File: src/rtl/fifo_stream_reader_if.sv
// Valid/ready stream carrying words out of fifo_stream_reader.
// master drives valid/data, slave drives ready.
interface fifo_stream_reader_if #(
    parameter int DW = 8
);
    logic          m_valid;
    logic [DW-1:0] m_data;
    logic          m_ready;

    modport master (
        output m_valid,
        output m_data,
        input  m_ready
    );

    modport slave (
        input  m_valid,
        input  m_data,
        output m_ready
    );
endinterface

File: src/rtl/fifo_stream_reader.sv
// Read-side FIFO controller with a 2-word registered output buffer.
// Define FIFO_RD_CNT_EN to add the word_cnt delivered-word counter.
module fifo_stream_reader #(
    parameter int DW = 8,
    parameter int CW = 16
) (
    input  logic                 clk,
    input  logic                 rst,
    input  logic                 en,
    input  logic                 flush,
    input  logic                 fifo_empty,
    output logic                 fifo_r_en,
    input  logic                 fifo_rvalid,
    input  logic [DW-1:0]        fifo_rdata,
    fifo_stream_reader_if.master m
`ifdef FIFO_RD_CNT_EN
    ,
    output logic [CW-1:0]        word_cnt
`endif
);

    if (CW < 1) begin : g_cw_chk
        $error("CW must be at least 1");
    end

    logic [1:0]    occ_q, occ_d;
    logic          infl_q;
    logic          valid_q, valid_d;
    logic [DW-1:0] head_q, head_d;
    logic [DW-1:0] skid_q, skid_d;
    logic [1:0]    credit;
    logic          pop;
    logic          push;

    assign m.m_valid = valid_q;
    assign m.m_data  = head_q;

    assign pop    = valid_q && m.m_ready;
    assign credit = occ_q + {1'b0, infl_q};

    // One extra read is allowed when full only if a word leaves now.
    assign fifo_r_en = !rst && en && !flush && !fifo_empty &&
                       ((credit < 2'd2) || (credit == 2'd2 && pop));

    // A return without a matching issue is a protocol error and is dropped.
    assign push = fifo_rvalid && infl_q && !flush;

    always_comb begin
        occ_d  = occ_q;
        head_d = head_q;
        skid_d = skid_q;
        unique case ({push, pop})
            2'b10: begin
                if (occ_q == 2'd0) begin
                    head_d = fifo_rdata;
                end else begin
                    skid_d = fifo_rdata;
                end
                occ_d = occ_q + 2'd1;
            end
            2'b01: begin
                if (occ_q == 2'd2) begin
                    head_d = skid_q;
                end
                occ_d = occ_q - 2'd1;
            end
            2'b11: begin
                if (occ_q == 2'd2) begin
                    head_d = skid_q;
                    skid_d = fifo_rdata;
                end else begin
                    head_d = fifo_rdata;
                end
            end
            default: ;
        endcase
        if (flush) begin
            occ_d = 2'd0;
        end
        valid_d = (occ_d != 2'd0);
    end

    always_ff @(posedge clk) begin
        if (rst) begin
            occ_q   <= 2'd0;
            infl_q  <= 1'b0;
            valid_q <= 1'b0;
            head_q  <= '0;
            skid_q  <= '0;
        end else begin
            occ_q   <= occ_d;
            infl_q  <= fifo_r_en;
            valid_q <= valid_d;
            head_q  <= head_d;
            skid_q  <= skid_d;
        end
    end

`ifdef FIFO_RD_CNT_EN
    logic [CW-1:0] cnt_q, cnt_d;

    assign cnt_d    = pop ? cnt_q + 1'b1 : cnt_q;
    assign word_cnt = cnt_q;

    always_ff @(posedge clk) begin
        if (rst) begin
            cnt_q <= '0;
        end else begin
            cnt_q <= cnt_d;
        end
    end
`endif

endmodule

File: src/flat_wrapper.sv
// flat-port wrapper written by rule: the top's interface ports become plain ports
module fifo_stream_reader_flat 
#(
    parameter int DW = 8,
    parameter int CW = 16
)
  (clk, rst, en, flush, fifo_empty, fifo_r_en, fifo_rvalid, fifo_rdata, m_m_valid, m_m_data, m_m_ready);
  fifo_stream_reader_if #(.DW(DW)) m_i ();
  input  logic clk;
  input  logic rst;
  input  logic en;
  input  logic flush;
  input  logic fifo_empty;
  output logic fifo_r_en;
  input  logic fifo_rvalid;
  input  logic [DW-1:0] fifo_rdata;
  output wire logic [$bits(m_i.m_valid)-1:0] m_m_valid;
  output wire logic [$bits(m_i.m_data)-1:0] m_m_data;
  input wire logic [$bits(m_i.m_ready)-1:0] m_m_ready;
  assign m_m_valid = m_i.m_valid;
  assign m_m_data = m_i.m_data;
  assign m_i.m_ready = m_m_ready;
  fifo_stream_reader #(.DW(DW), .CW(CW)) u_core (.clk(clk), .rst(rst), .en(en), .flush(flush), .fifo_empty(fifo_empty), .fifo_r_en(fifo_r_en), .fifo_rvalid(fifo_rvalid), .fifo_rdata(fifo_rdata), .m(m_i));
endmodule
File: config.mk
export PLATFORM = sky130hd
export DESIGN_NAME = fifo_stream_reader_flat
export DESIGN_NICKNAME = d
export VERILOG_FILES = /design/src/rtl/fifo_stream_reader_if.sv /design/src/rtl/fifo_stream_reader.sv /design/src/flat_wrapper.sv
export SDC_FILE = /design/constraint.sdc
export NUM_CORES = 1
export LEC_CHECK = 0
export ABC_AREA = 1
export BUFFER_PORTS_ARGS = -buffer_cell sky130_fd_sc_hd__buf_4
export CAP_MARGIN = 20
export CORE_MARGIN = 2
export CORE_UTILIZATION = 40
export CTS_CLUSTER_SIZE = 8
export DETAILED_ROUTE_END_ITERATION = 12
export GPL_TIMING_DRIVEN = 0
export SYNTH_ARGS = -nofsm -noshare
export SYNTH_HDL_FRONTEND = slang
export SYNTH_SLANG_ARGS = --single-unit
File: constraint.sdc
create_clock -name clk -period 1.54 [get_ports clk]
set_input_delay 0.231 -clock clk [delete_from_list [all_inputs] [get_ports clk]]
set_output_delay 0.231 -clock clk [all_outputs]
set_load 0.1 [all_outputs]
* After elaboration in Yosys (flattened, before gate mapping) *
Cells that the tools add are included.
W data, S select, Z words.

word-level totals
  register bits = 20
  input bits = 15
  output and inout port bits = 10
  logic and storage cells = 45

cells by class
  add/subtract/negate cells = 3
  $lt $le $gt $ge = 1
  equality and inequality tests = 9
  multiplexer cells = 9
  reductions and logical operators = 18

operator list
  cell                   count
  $mux W8                5
  $pmux W8 S3            1
  $pmux W8 S2            1
  $eq A2 B2 Y1 const B   4
  $logic_and A1 B1 Y1    8
  $ne A2 B1 Y1 const B   3
  $reduce_and A3 Y1      2
  $pmux W2 S2            1
  $reduce_bool A2 Y1     2
  $logic_not A1 Y1       3
  $reduce_bool A3 Y1     1
  $add A2 B1 Y2          1
  $add A2 B1 Y2 const B  1
  $eq A2 B1 Y1 const B   1
  $logic_not A2 Y1       1
  $lt A2 B2 Y1 const B   1
  $mux W2                1
  $ne A2 B2 Y1 const B   1
  $sub A2 B1 Y2 const B  1
  $logic_or A1 B1 Y1     1

* Depth between registers and ports, before layout *
  word-level depth = 6
  gate-level depth with buffers = 10
  depth with buffers taken out = 10

* Least setup slack after synthesis *
OpenSTA, ideal clock, no wires.

  path kind = reg-to-output
  start point = register u_core.valid_q, in the netlist u_core.m.m_valid
  end point = output port fifo_r_en
  data arrival time = 2.108 ns
  required time = 1.309 ns
  path slack = -0.799 ns
  stages on the path, launching flop included = 5
  buffers on the path = 1
  path through = dfxtp_1 > nand2_1 > buf_2 > nor2_1 > o211a_1

between the ends
  cells in the longest elaborated chain, start to end = 4

ends and longest elaborated chain
  element                 line                      text
  from (decl)             fifo_stream_reader.sv:28  logic valid_q, valid_d;
  from (signal assigned)  fifo_stream_reader.sv:93  valid_q <= valid_d;
  $logic_and A1 B1 Y1     fifo_stream_reader.sv:38  assign pop = valid_q && m.m_ready;
  $logic_and A1 B1 Y1     fifo_stream_reader.sv:43  ((credit < 2'd2) || (credit == 2'd2 && pop));
  $logic_or A1 B1 Y1      fifo_stream_reader.sv:43
  $logic_and A1 B1 Y1     fifo_stream_reader.sv:42  assign fifo_r_en = !rst && en && !flush && !fifo_empty &&
  to (decl)               flat_wrapper.sv:14        output logic fifo_r_en;

Every way passes these cells.

* Worst setup path in the final report *
  start point = register u_core.occ_q[0]
  end point = output port fifo_r_en

between the ends
  cells in the longest elaborated chain, start to end = 5
  elaborated cells on any way between the ends = 6
  classes of those cells = 1 x add/sub; 1 x order compare; 1 x eq/ne; 3 x reduce/logical

ends and longest elaborated chain
  element                 line                      text
  from (decl)             fifo_stream_reader.sv:26  logic [1:0] occ_q, occ_d;
  from (signal assigned)  fifo_stream_reader.sv:85  occ_q <= 2'd0;
  from (signal assigned)  fifo_stream_reader.sv:91  occ_q <= occ_d;
  $add A2 B1 Y2 *         fifo_stream_reader.sv:39  assign credit = occ_q + {1'b0, infl_q};
  $eq A2 B2 Y1            fifo_stream_reader.sv:43
  $logic_and A1 B1 Y1     fifo_stream_reader.sv:43
  $logic_or A1 B1 Y1 *    fifo_stream_reader.sv:43
  $logic_and A1 B1 Y1 *   fifo_stream_reader.sv:42

Every way passes the cells marked *; elsewhere a longest branch is shown, timed or not.

==> metrics.md <==
| Metric | Value |
|---|---|
| Critical path class | flop to output port |
| Detailed-placement wirelength estimate | about 1800 µm |
| CP startpoint | u_core.occ_q[0]$_SDFF_PP0_ |
| Area grow syn2layout | 32.8% |
| PD cells | approximately 650 nW/µm² |
| Setup ws final | -0.0715 ns |
| Clock transition at the registers of the reported paths | about 0.12 ns |
| Placed insts | ~230 |
| # IOs | 25 |
| Final setup fails | 1 |
| All-Layer GR Usage | 16.1% |
| TritonCTS clock tree | done |
| DR WL met3 | ~75 µm |
| Final Hold Fails | 0 |
| Fin crit share | 105% |
| Status | finished with violations |
| Top Layer Used | met4 |
| Clock sink count | 20 |
| LEAKAGE | between 0.7 and 0.8 nW |
| First-pass GRT wire length | 4010 µm |
| Register bit total from synthesis | 20 |
| Fin. max-slew vios | 0 |
| Grt total ovfl | 0 |
| Seq/Total Area, Yosys | 35.8% |
| CTS root buffer | clkbuf_4 |
| Failing checks | negative setup slack |
| DR WL met2 | 1050 µm |
| Die H | 56.9 µm |
| Worst VDD drop | between 0.4 and 0.5 mV |
| Routed Antenna Nets | 0 |
| Avg Inst Size Synth | between 6 and 7 µm² |
| Via/cell ratio | between 4 and 5 |
| Total power | roughly 0.00096 W |
| N_diodes | 0 |
| RSZ-0062 raised after global routing | true |
| Worst R2R Start | u_core.infl_q$_SDFF_PP0_ |
| WL/cell | 10.0 µm |
| Bufs on Longest Clock Path | 2 |
| Crit path launch type | flop |
| Final core utilization | between 50% and 60% |
| Worst path required time | 1.31 ns |
| Worst min path class | primary input to flop |
| # DRC | 0 |
| Pin count of the biggest net entering global routing | 12 |
| Initial antenna violation count | 0 |
| TNS Setup | -0.0715 ns |
| Total CTS buffers | 3 |
| CORE AREA | 2710 µm² |
| Die Width | roughly 57 µm |
| Min cycle time layout | between 1.5 and 2 ns |
| Clk_lat worst skew | a little over 0.3 ns |
| Rel. slew slack | ~82% |
| Final WL | between 2000 and 2500 µm |
| Endpoint class of the critical path | output port |
| Nets | between 200 and 250 |
| Min-delay src | fifo_rdata[7] |
| Starting Density | 41.2% |
| Most frequent cells in the layout | 46 x nand2_1, 40 x nor2_1, 26 x inv_1 |
| Cell Rows | 19 |
| YS warnings | 0 |
| Worst EP arrival | approximately 1.4 ns |
| Routability cong. | around 0.76 |
| Most common cell after layout, fill and taps aside | nand2_1 |
| Fin cells | 234 |
| Hold-fix buffers at CTS | 0 |
| Distinct cells, synth | 17 |
| M1 WL | between 1000 and 1500 µm |
| DR vias | between 1000 and 1500 |
| Max Fanout on Critical Path | 2 |
| Setup Skew | ~0.00077 ns |
| Port Buf Inserts | 24 |
| Fmax achieved | approximately 620 MHz |
| # H-tree levels | 1 |
| Slew @ Worst Pin | 0.278 ns |
| Max_cap viols | 0 |
| Share of cells above drive strength 1 | between 20% and 30% |
| Synth Net Count | ~190 |
| Vias in the first global route | between 900 and 1000 |
| Synthesized area | 1120 µm² |
| Pre-antenna DRT Iters | 4 |
| Cells after Synth | 174 |
| Fill count | 279 |
| Die area | roughly 3200 µm² |
| DRT iter0 DRCs | 30 |
logic make-up (layout without fill, tap and decap cells):
kind of cell             after synthesis  in the layout  share of synthesized area, %
AO/OA/AOI/OAI                         11             11                          5.82
XOR/XNOR                               1              1                         0.784
AND/OR/NAND/NOR                      106            106                          39.9
flip-flops                            20             20                          35.8
adder cells (fa/ha/maj)                5              5                          5.60
buffers and inverters                 31             60                          12.1
what timing repair did:
| item | 4_1_cts | 5_1_grt |
|---|---|---|
| resized for setup | 10 | 11 |
| setup endpoints to repair | 3 | 18 |
| pin swaps | 1 | 0 |
| setup buffers | 1 | 0 |
flip-flops by register name (all words and copies together), names as in the netlist:
signal and cells:
u_core.m.m_data 8, u_core.occ_q 2, u_core.skid_q 8, u_core.m.m_valid 1
u_core.infl_q 1
cells in the mapped netlist, drive strengths merged:
| cell type | n | area share (%) |
|---|---|---|
| nand3 | 5 | 2.2 |
| xnor2 | 1 | 0.78 |
| ha | 5 | 5.6 |
| nand2 | 55 | 20 |
| nor2 | 44 | 15 |
| o21ai | 9 | 4.0 |
| inv | 28 | 9.4 |
| o211a | 2 | 1.8 |
| clkbuf | 1 | 1.2 |
| dfxtp | 20 | 36 |
| nand4 | 1 | 0.56 |
| nand3b | 1 | 1.8 |
| buf | 2 | 1.5 |
critical path: stages, from the launching register on:
cell and delay [ns]:
dfxtp_2 0.36, ha_4 0.27, nor2_4 0.03, o211a_4 0.25, buf_12 0.16
worst paths after layout:
| path | slack, ns | depth (start not counted) | endpoint |
|---|---|---|---|
| max reg2reg | 0.05 | 8 | u_core.skid_q[1]$_SDFFE_PP0P_ |
| min reg2reg | 0.52 | 2 | u_core.skid_q[6]$_SDFFE_PP0P_ |
| min | 0.15 | 3 | u_core.skid_q[7]$_SDFFE_PP0P_ |
| max | -0.07 | 4 | fifo_r_en |
per-layer routing:
metal | up-vias | track usage [%]
li1 | 573 | -
met1 | 453 | 21.1
met2 | 15 | 25.6
met3 | 4 | 2.30
met4 | 0 | 7.97
met5 | - | 0
area by class of cell:
type / count / area [µm²] / share of cell area, %
clock buffer: 4 / 36.3 / 2.45
timing repair buffer: 25 / 200 / 13.5
buffer: 3 / 40.0 / 2.70
inverter: 28 / 108 / 7.25
sequential: 20 / 408 / 27.5
multi-input combinational: 123 / 653 / 44.0
tap: 31 / 38.8 / 2.61
metrics by stage:
step	area, µm²	hold slack [ns]	setup WS, ns
2_1_floorplan	1140	0.366	0.0157
3_3_place_gp	1360	0.467	0.00146
3_5_place_dp	1360	0.476	-0.0342
4_1_cts	1440	0.147	-0.0739
5_1_grt	1480	0.162	-0.116
6_report	1480	0.149	-0.0715
power breakdown:
part | switching (W) | internal, W
registers | 0.00000276 | 0.000520
logic | 0.0000710 | 0.0000483
clock network | 0.000174 | 0.000144
(Power assumes the default switching activity.)
